[config.mk]
export PLATFORM = sky130hd
export DESIGN_NAME = spi_regfile_periph
export DESIGN_NICKNAME = d
export VERILOG_FILES = /design/src/rtl/spi_periph_pkg.sv /design/src/rtl/spi_edge_sync.sv /design/src/rtl/spi_regfile_periph.sv
export SDC_FILE = /design/constraint.sdc
export NUM_CORES = 1
export LEC_CHECK = 0
export CAP_MARGIN = 10
export CELL_PAD_IN_SITES_DETAIL_PLACEMENT = 1
export CELL_PAD_IN_SITES_GLOBAL_PLACEMENT = 1
export CORE_MARGIN = 3
export CORE_UTILIZATION = 38
export DETAILED_ROUTE_END_ITERATION = 16
export GPL_ROUTABILITY_DRIVEN = 0
export PLACE_DENSITY = 0.72
export SLEW_MARGIN = 5
export SYNTH_ARGS = -nofsm -noshare
export SYNTH_HDL_FRONTEND = slang
export SYNTH_SLANG_ARGS = --single-unit
export TNS_END_PERCENT = 30
[constraint.sdc]
create_clock -name iclk -period 2.41 [get_ports iclk]
set_input_delay 0.3615 -clock iclk [delete_from_list [all_inputs] [get_ports iclk]]
set_output_delay 0.3615 -clock iclk [all_outputs]
set_load 0.02 [all_outputs]
[src/rtl/spi_periph_pkg.sv]
// Shared types, default parameters and helpers for the SPI register-file peripheral.
package spi_periph_pkg;

  typedef enum logic [1:0] {IDLE, ADDR, DATA} spi_state_t;

  localparam int DefAddrW       = 8;
  localparam int DefDataW       = 8;
  localparam int DefNumRegs     = 8;
  localparam int DefInstAddr    = 2;
  localparam int DefNumInst     = 3;
  localparam int DefRoAddr      = 60;
  localparam int DefIdleTimeout = 16;
  localparam int MaxInst        = 32;

  // One-hot pulse vector for instruction code 1..numInst; anything else yields zero.
  function automatic logic [MaxInst-1:0] instOneHot(input int unsigned code, input int unsigned numInst);
    logic [MaxInst-1:0] v;
    v = '0;
    if (code >= 1 && code <= numInst && code <= MaxInst)
      v = {{(MaxInst-1){1'b0}}, 1'b1} << (code - 1);
    return v;
  endfunction

endpackage

[src/rtl/spi_edge_sync.sv]
// Two-flop synchroniser for an asynchronous input, with a history flop for rise/fall detection.
module spi_edge_sync (
  input  logic clk_i,
  input  logic rstn_i,
  input  logic d_i,
  output logic sync_o,
  output logic rise_o,
  output logic fall_o
);

  logic meta_q, sync_q, prev_q;

  // Synchronise the pad level and keep one cycle of history for edge detection.
  always_ff @(posedge clk_i) begin
    if (!rstn_i) begin
      meta_q <= 1'b0;
      sync_q <= 1'b0;
      prev_q <= 1'b0;
    end else begin
      meta_q <= d_i;
      sync_q <= meta_q;
      prev_q <= sync_q;
    end
  end

  assign sync_o = sync_q;
  assign rise_o = sync_q & ~prev_q;
  assign fall_o = ~sync_q & prev_q;

endmodule

[src/rtl/spi_regfile_periph.sv]
// SPI-to-register-file slave on the internal clock: address phase, auto-incrementing
// data words, instruction pulse at frame end. Optional readback on serial_out is
// enabled by defining the macro SPI_RDBACK_EN.
module spi_regfile_periph
  import spi_periph_pkg::*;
#(
  parameter int ADDR_W       = DefAddrW,
  parameter int DATA_W       = DefDataW,
  parameter int NUM_REGS     = DefNumRegs,
  parameter int INST_ADDR    = DefInstAddr,
  parameter int NUM_INST     = DefNumInst,
  parameter int RO_ADDR      = DefRoAddr,
  parameter int IDLE_TIMEOUT = DefIdleTimeout
) (
  input  logic                         iclk,
  input  logic                         rstn,
  input  logic                         sclk,
  input  logic                         serial_in,
  input  logic [DATA_W-1:0]            ro_in,
  output logic [NUM_REGS*DATA_W-1:0]   reg_q,
  output logic [NUM_INST-1:0]          inst_pulse,
  output logic                         busy,
  output logic                         serial_out
);

  localparam int ShW  = (ADDR_W > DATA_W) ? ADDR_W : DATA_W;
  localparam int BitW = $clog2(ShW + 1);
  localparam int ToW  = $clog2(IDLE_TIMEOUT + 1);
  localparam logic [ADDR_W-1:0] RoAddr   = ADDR_W'(RO_ADDR);
  localparam logic [ADDR_W-1:0] InstAddr = ADDR_W'(INST_ADDR);
  localparam logic [BitW-1:0]   AddrLast = BitW'(ADDR_W - 1);
  localparam logic [BitW-1:0]   DataLast = BitW'(DATA_W - 1);
  localparam logic [ToW-1:0]    ToLast   = ToW'(IDLE_TIMEOUT - 1);
  localparam logic [ToW-1:0]    ToMax    = ToW'(IDLE_TIMEOUT);

  logic unusedSclkLevel, sclkRise, sclkFall, sclkEdge;
  logic sinMeta_q, sinSync_q;
  spi_state_t state_q;
  logic [BitW-1:0] bitCnt_q;
  logic [ShW-1:0] shift_q, shift_d;
  logic [ADDR_W-1:0] ptr_q, loadPtr_d;
  logic [ToW-1:0] toCnt_q;
  logic instWritten_q;
  logic [NUM_INST-1:0] instPulse_q, instPulse_d;
  logic [MaxInst-1:0] instVec;
  logic [DATA_W-1:0] regs_q [NUM_REGS];
  logic [DATA_W-1:0] word_d;
  logic [NUM_REGS-1:0] wrSel;
  logic addrDone, wordDone, toExpire;

  spi_edge_sync uSclkSync (
    .clk_i  (iclk),
    .rstn_i (rstn),
    .d_i    (sclk),
    .sync_o (unusedSclkLevel),
    .rise_o (sclkRise),
    .fall_o (sclkFall)
  );

  assign sclkEdge = sclkRise | sclkFall;

  // Serial data only needs the level, aligned with the synchronised sclk.
  always_ff @(posedge iclk) begin
    if (!rstn) begin
      sinMeta_q <= 1'b0;
      sinSync_q <= 1'b0;
    end else begin
      sinMeta_q <= serial_in;
      sinSync_q <= sinMeta_q;
    end
  end

  // Phase completion, timeout, write select and next pointer decode.
  always_comb begin
    shift_d     = {shift_q[ShW-2:0], sinSync_q};
    word_d      = shift_d[DATA_W-1:0];
    addrDone    = (state_q == ADDR) && sclkRise && (bitCnt_q == AddrLast);
    wordDone    = (state_q == DATA) && sclkRise && (bitCnt_q == DataLast);
    toExpire    = (state_q != IDLE) && !sclkEdge && (toCnt_q == ToLast);
    loadPtr_d   = addrDone ? shift_d[ADDR_W-1:0] : ptr_q + 1'b1;
    instVec     = instOneHot(32'(regs_q[INST_ADDR]), NUM_INST);
    instPulse_d = instVec[NUM_INST-1:0];
    wrSel       = '0;
    for (int i = 0; i < NUM_REGS; i++)
      wrSel[i] = wordDone && (ptr_q == ADDR_W'(i)) && (ptr_q != RoAddr);
  end

  // Frame FSM, register bank, timeout counter and instruction pulse.
  always_ff @(posedge iclk) begin
    if (!rstn) begin
      state_q       <= IDLE;
      bitCnt_q      <= '0;
      shift_q       <= '0;
      ptr_q         <= '0;
      toCnt_q       <= '0;
      instWritten_q <= 1'b0;
      instPulse_q   <= '0;
      for (int i = 0; i < NUM_REGS; i++) regs_q[i] <= '0;
    end else begin
      instPulse_q <= '0;
      if (sclkEdge)
        toCnt_q <= '0;
      else if (state_q != IDLE && toCnt_q != ToMax)
        toCnt_q <= toCnt_q + 1'b1;
      for (int i = 0; i < NUM_REGS; i++)
        if (wrSel[i]) regs_q[i] <= word_d;
      if (toExpire) begin
        state_q  <= IDLE;
        bitCnt_q <= '0;
        if (instWritten_q) instPulse_q <= instPulse_d;
        instWritten_q <= 1'b0;
      end else if (sclkRise) begin
        shift_q <= shift_d;
        case (state_q)
          IDLE: begin
            bitCnt_q <= BitW'(1);
            state_q  <= ADDR;
          end
          ADDR: begin
            if (addrDone) begin
              ptr_q    <= loadPtr_d;
              bitCnt_q <= '0;
              state_q  <= DATA;
            end else begin
              bitCnt_q <= bitCnt_q + 1'b1;
            end
          end
          DATA: begin
            if (wordDone) begin
              ptr_q    <= loadPtr_d;
              bitCnt_q <= '0;
              if (ptr_q == InstAddr) instWritten_q <= 1'b1;
            end else begin
              bitCnt_q <= bitCnt_q + 1'b1;
            end
          end
          default: state_q <= IDLE;
        endcase
      end
    end
  end

`ifdef SPI_RDBACK_EN
  logic [DATA_W-1:0] tx_q, rdVal_d;
  logic serOut_q;

  // Read value of the pointer being loaded; a same-cycle write is forwarded.
  always_comb begin
    rdVal_d = '0;
    if (loadPtr_d == RoAddr) rdVal_d = ro_in;
    for (int i = 0; i < NUM_REGS; i++)
      if (loadPtr_d == ADDR_W'(i)) rdVal_d = wrSel[i] ? word_d : regs_q[i];
  end

  // Load the tx word at each phase boundary and shift it out MSB first on sclk falls.
  always_ff @(posedge iclk) begin
    if (!rstn) begin
      tx_q     <= '0;
      serOut_q <= 1'b0;
    end else if (toExpire) begin
      serOut_q <= 1'b0;
    end else if (addrDone || wordDone) begin
      tx_q <= rdVal_d;
    end else if (state_q == DATA && sclkFall) begin
      serOut_q <= tx_q[DATA_W-1];
      tx_q     <= tx_q << 1;
    end
  end

  assign serial_out = serOut_q;
`else
  logic [DATA_W-1:0] unusedRo;
  assign unusedRo   = ro_in;
  assign serial_out = 1'b0;
`endif

  for (genvar g = 0; g < NUM_REGS; g++) begin : gFlat
    assign reg_q[g*DATA_W +: DATA_W] = regs_q[g];
  end

  assign inst_pulse = instPulse_q;
  assign busy       = (state_q != IDLE);

endmodule

==> flow_summary_export.csv, run 1 <==
group,metric,value,unit
global_routing,busiest_layer,"met2",
sta,fin_crit,2.23,ns
setup_path,endpoint_kind,"flip-flop",
place,place_area,0.00512,sq mm
yosys,synth_area,0.00418,sq mm
global_routing,grt_pass1_vias,3237,
final_layout,fin_area,0.00533,sq mm
global_routing,gr-usage-met1,0.216,
setup_path,start_kind,"flip-flop",
die,die-area,0.0123,sq mm
final_layout,drive_gt1_frac,0.0967,
drt,drtIter0Drc,138,
cts,clock_sinks,99,
drt,vias,3036,
sta,finalSetupViolCount,0,
yosys,synth_flop_cell,"edfxtp_1",
drt,first_pass_iters,4,
die,design.core.area,0.0105,sq mm
setup_path,r2r_start,"state_q[0]",
yosys,synth_edf_count,64,
die,core.rowCount,37,
setup_path,cp_data_arrival_time,2.27,ns
die,pin_count,81,
pwr,pwr_density_cell,618,mW/mm^2
yosys,synth_area_leader_cell,"edfxtp_1",
sta,maxSlewViolCount,0,
final_layout,final_nets,478,
place,portBuffers,71,
drt,drc,0,
die,die_y,111,microns
cts,path_clk_slew,0.10,ns
yosys,synth_nets,391,
cts,cts_max_level,3,
global_routing,grt_antenna_before_repair,0,
setup_path,crit_start,"state_q[0]",
yosys,yosys.cell_types.count,48,
drt,ant_nets,0,
global_routing,globalRouteMet3Util,0.0355,
setup_path,critPathKind,"flip-flop to flip-flop",
global_routing,grt_pass1_wl,17100,microns
final_layout,antenna_cells,0,
yosys,synth.avg_cell_area,11.5,sq um
final_layout,post-route-util,0.507,
pwr,worst_ir_drop_vdd,0.368,mV
cts,cts_resized,0,
job,maxCapViolations,0,
yosys,ys_ff_latch,99,
global_routing,grt_usage,0.176,
yosys,yosysTopAreaCellShare,0.460,
global_routing,grt.met2_usage,0.316,
run_status,status,"complete, no violations",
sta,finalSetupTns,0,ns
drt,via_per_inst,5.14,
setup_path,crit_fanout,8,
sta,grt_setup_unrepaired,"false",
worst_hold_path,min-delay-start,"sinMeta_q",
final_layout,num-fill-cells,1129,
cts,clock_latency,0.36,ns
yosys,yosysSeqAreaShare,0.628,
sta,finalCritPeriodShare,0.925,
die,die_w,111,microns
sta,fmax,0.449,GHz
yosys,syn_inst,363,
die,floorplan.initialDensity,0.397,
worst_hold_path,min_path_type,"flip-flop to flip-flop",
sta,finalHoldViolCount,0,
yosys,synth_most_common_cell,"nor2_1",
yosys,ys_warn_count,0,
drt,wl_per_cell,18.0,microns
pwr,p_leak,1.94,nW
final_layout,area_growth,27.6,%
cts,cts_buffers,9,
sta,finClkSkew,0.00891,ns
cts,post_cts_buffers,0,
cts,root_buffer,"clkbuf_8",
place,dpl.hpwl,7830,microns
yosys,synth-async-reset-ratio,0,
drt,wirelength,10600,microns
final_layout,multiInputGateArea,0.00140,sq mm
cts,clock_path_buffers,2,
final_layout,regArea,0.00262,sq mm
yosys,synth_area_leaders,"edfxtp_1, dfxtp_1, nor2_1",
cts,cts_hold_buf,0,
pwr,finalPower,3.29,mW
yosys,synthTopCellsByCount,"nor2_1, edfxtp_1, dfxtp_1",
setup_path,required,2.45,ns
global_routing,grt_overflow,0,
sta,hold-worst-slack,0.442,ns
cts,cts_tree,"done",
global_routing,grt_max_degree,19,
## flip-flops by register name, indices dropped and copies added (netlist names), 2 cells and up
signal,count
regs_q,64
ptr_q,8
shift_q,7
toCnt_q,5
bitCnt_q,4
inst_pulse,3
state_q,2
## logic make-up (layout without fill, tap and decap cells)
group           count (synthesis)  count (layout)  synth area share
simple gates                  154             154             0.188
flops                          99              99             0.628
compound gates                 42              42            0.0638
buf+inv                        36             128            0.0357
fa+ha+maj                      16              16            0.0479
mux                            12              12            0.0288
xor+xnor                        3               3           0.00629
other cells                     1               1          0.000898
## stage by stage
stage | std cells | worst slack (ns)
6_report | 591 | 0.182
5_1_grt | 591 | 0.0508
4_1_cts | 591 | 0.155
3_5_place_dp | 575 | 0.181
3_3_place_gp | 575 | 0.219
2_1_floorplan | 363 | 0.253
## layout make-up
type / instances / share of cell area
Timing Repair Buffer: 87 / 0.156
Multi-Input combinational cell: 228 / 0.264
Tap cell: 136 / 0.0319
Inverter: 25 / 0.0176
Clock inverter: 7 / 0.0153
Sequential cell: 99 / 0.492
Clock buffer: 9 / 0.0233
## report_power, final
part / total [mW] / switching, mW / internal, mW
Sequential: 1.89 / 0.0325 / 1.86
Combinational: 0.286 / 0.165 / 0.121
Clock: 1.11 / 0.617 / 0.497
Total: 3.29 / 0.814 / 2.48
## placed cells by master (no fill, tap or decap), types with 3 or more instances in the layout
cell type,synthesis,routed
edfxtp_1,64,64
nand2_2,5,5
nand3_1,4,4
and2_1,5,5
ha_1,16,16
dfxtp_1,35,35
nand3b_1,4,4
inv_1,25,25
clkbuf_8,0,9
nand2b_1,4,4
a21oi_1,13,13
o21ai_0,8,8
nand4_1,6,6
a31oi_1,8,8
mux2i_1,12,12
nor4_1,3,3
or4_1,4,4
buf_4,1,16
clkdlybuf4s50_1,0,71
nor2_1,72,72
nand2_1,29,29
## worst max-delay path, cell delays in order (launching register included)
cell	delay [ns]
dfxtp_1	0.35
inv_1	0.09
ha_1	0.17
or4b_4	0.51
nor4_4	0.37
nand2_2	0.14
nand2_1	0.29
## path summary, 6_finish.rpt
check                  endpoint  slack (ns)  cells after the start
setup / recovery  regs_q[1][15]        0.18                      6
hold / removal        sinSync_q        0.44                      1
setup reg to reg  regs_q[1][15]        0.18                      6
hold reg to reg       sinSync_q        0.44                      1
## layer usage
layer,share of wire,up-vias,wire length [microns]
li1,-,1451,-
met1,0.41,1500,4410
met2,0.52,81,5590
met3,0.055,4,585
met4,0.0057,0,61
met5,0,-,0
Power figures use the tool's default switching activity.
==> inputs of run 2 (changes only) <==
- GPL_ROUTABILITY_DRIVEN: 0 -> default
==> results of run 2 <==
Same layout as run 1: the final DEF is identical, and so are final timing and power.
==> inputs of run 3 (changes only) <==
- CORE_MARGIN: 3 -> 5
- SKIP_CTS_REPAIR_TIMING: default -> 1
==> flow_summary_export.csv, run 3 (synthesized netlist as in run 1, its figures left out) <==
group,metric,value,unit
global_routing,grt_max_degree,20,
setup_path,endpoint_kind,"flip-flop",
pwr,pwr_density_cell,630,mW/mm^2
setup_path,start_kind,"flip-flop",
cts,cts_tree,"done",
cts,path_clk_slew,0.10,ns
sta,finClkSkew,0.0132,ns
global_routing,grt_usage,0.158,
final_layout,drive_gt1_frac,0.0947,
final_layout,reg_top3,"regs_q x64, ptr_q x8, shift_q x7",
die,die-area,0.0132,sq mm
setup_path,cp_data_arrival_time,2.26,ns
worst_hold_path,hold_end,"uSclkSync.sync_o",
drt,ant_nets,0,
setup_path,rrSetupSlack,0.19,ns
worst_hold_path,min_path_type,"flip-flop to flip-flop",
setup_path,cp_cell_sequence,"inv_1, ha_1, or4b_4, nor4_4, nand2_2, nand2_1",
sta,timing.slew.headroom,0.624,
final_layout,top_register,"regs_q",
sta,tightest_slew,0.558,ns
drt,drc,0,
setup_path,worstRegToRegCells,6,
setup_path,critPathKind,"flip-flop to flip-flop",
final_layout,antenna_cells,0,
pwr,worst_ir_drop_vdd,0.382,mV
sta,finalSetupTns,0,ns
sta,grt_setup_unrepaired,"false",
die,pin_count,81,
worst_hold_path,min-delay-start,"uSclkSync.meta_q",
sta,finalCritPeriodShare,0.922,
sta,fmax,0.450,GHz
final_layout,area_growth,27.9,%
setup_path,path_buf_inv,1,
drt,first_pass_iters,4,
global_routing,grt_pass1_vias,3077,
pwr,p_leak,1.95,nW
die,die_w,115,microns
sta,finalHoldViolCount,0,
sta,maxSlewViolCount,0,
cts,root_buffer,"clkbuf_8",
drt,wirelength,10400,microns
global_routing,grt_pass1_wl,16000,microns
setup_path,path_delay_family,"simple AND/OR/NAND/NOR gates",
setup_path,r2r_start,"state_q[0]",
drt,drtIter0Drc,191,
global_routing,grt_antenna_before_repair,0,
drt,via_per_inst,5.03,
pwr,finalPower,3.37,mW
final_layout,final_common_cell,"nor2_1",
setup_path,required,2.45,ns
global_routing,grt_overflow,0,
die,design.core.area,0.0108,sq mm
setup_path,r2r_end,"regs_q[1][12]",
cts,cts_max_level,3,
cts,cts_buffers,9,
worst_hold_path,hold_path_depth,1,
final_layout,final_nets,477,
final_layout,largest_register_ff_count,64,
die,core.rowCount,38,
place,gp_congestion,0.799,
sta,fin_crit,2.22,ns
die,floorplan.initialDensity,0.387,
drt,wl_per_cell,17.5,microns
setup_path,crit_slowest_cell,"or4b_4",
die,die_y,115,microns
cts,clock_latency,0.36,ns
sta,finalSetupViolCount,0,
run_status,status,"complete, no violations",
cts,clock_sinks,99,
final_layout,final_cell_mix,"nor2_1, clkdlybuf4s50_1, edfxtp_1, dfxtp_1, nand2_1",
setup_path,crit_fanout,8,
setup_path,cp_slowest_stage_delay,0.50,ns
job,maxCapViolations,0,
drt,vias,2987,
place,dpl.hpwl,7610,microns
place,portBuffers,71,
cts,clock_path_buffers,2,
## run 3: layout make-up
class	count	area, sq um
sequential	99	2620
fill	1161	5450
inverter	25	93.8
multi-input combinational	228	1400
tap	140	175
clock inverter	7	97.6
timing repair buffer	86	823
clock buffer	9	124
## run 3: how the worst max path moves through the flow
stage	from	to	slack (ns)	depth (start not counted)
3_3_place_gp	state_q[0]	regs_q[1][18]	0.22	6
3_5_place_dp	state_q[0]	regs_q[1][25]	0.18	6
5_1_grt	state_q[0]	busy	0.05	4
6_report	state_q[0]	regs_q[1][12]	0.19	6
2_1_floorplan	state_q[0]	regs_q[0][0]	0.25	6
4_1_cts	state_q[0]	regs_q[1][22]	0.15	6
## run 3: per-stage QoR
stage          utilization  area, sq um  std cells  worst slack (ns)  hold slack, ns
6_report             0.495         5340        594             0.189           0.446
3_5_place_dp         0.474         5120        578             0.175           0.426
3_3_place_gp         0.474         5120        578             0.225           0.415
4_1_cts              0.495         5340        594             0.152           0.452
2_1_floorplan            -         4180        363             0.253           0.412
5_1_grt              0.495         5340        594            0.0538           0.468
## run 3: metal layers
| layer | global-route usage | part of all wire | routed length, microns | up-vias |
|---|---|---|---|---|
| met5 | 0 | 0 | 0 | - |
| met4 | 0.0462 | 0.010 | 106 | 0 |
| met3 | 0.0305 | 0.037 | 387 | 7 |
| met2 | 0.270 | 0.50 | 5230 | 53 |
| met1 | 0.205 | 0.45 | 4690 | 1488 |
| li1 | - | - | - | 1439 |
## run 3: power breakdown
group,switching [mW],internal (mW)
combinational,0.164,0.120
sequential,0.0322,1.86
clock,0.598,0.594
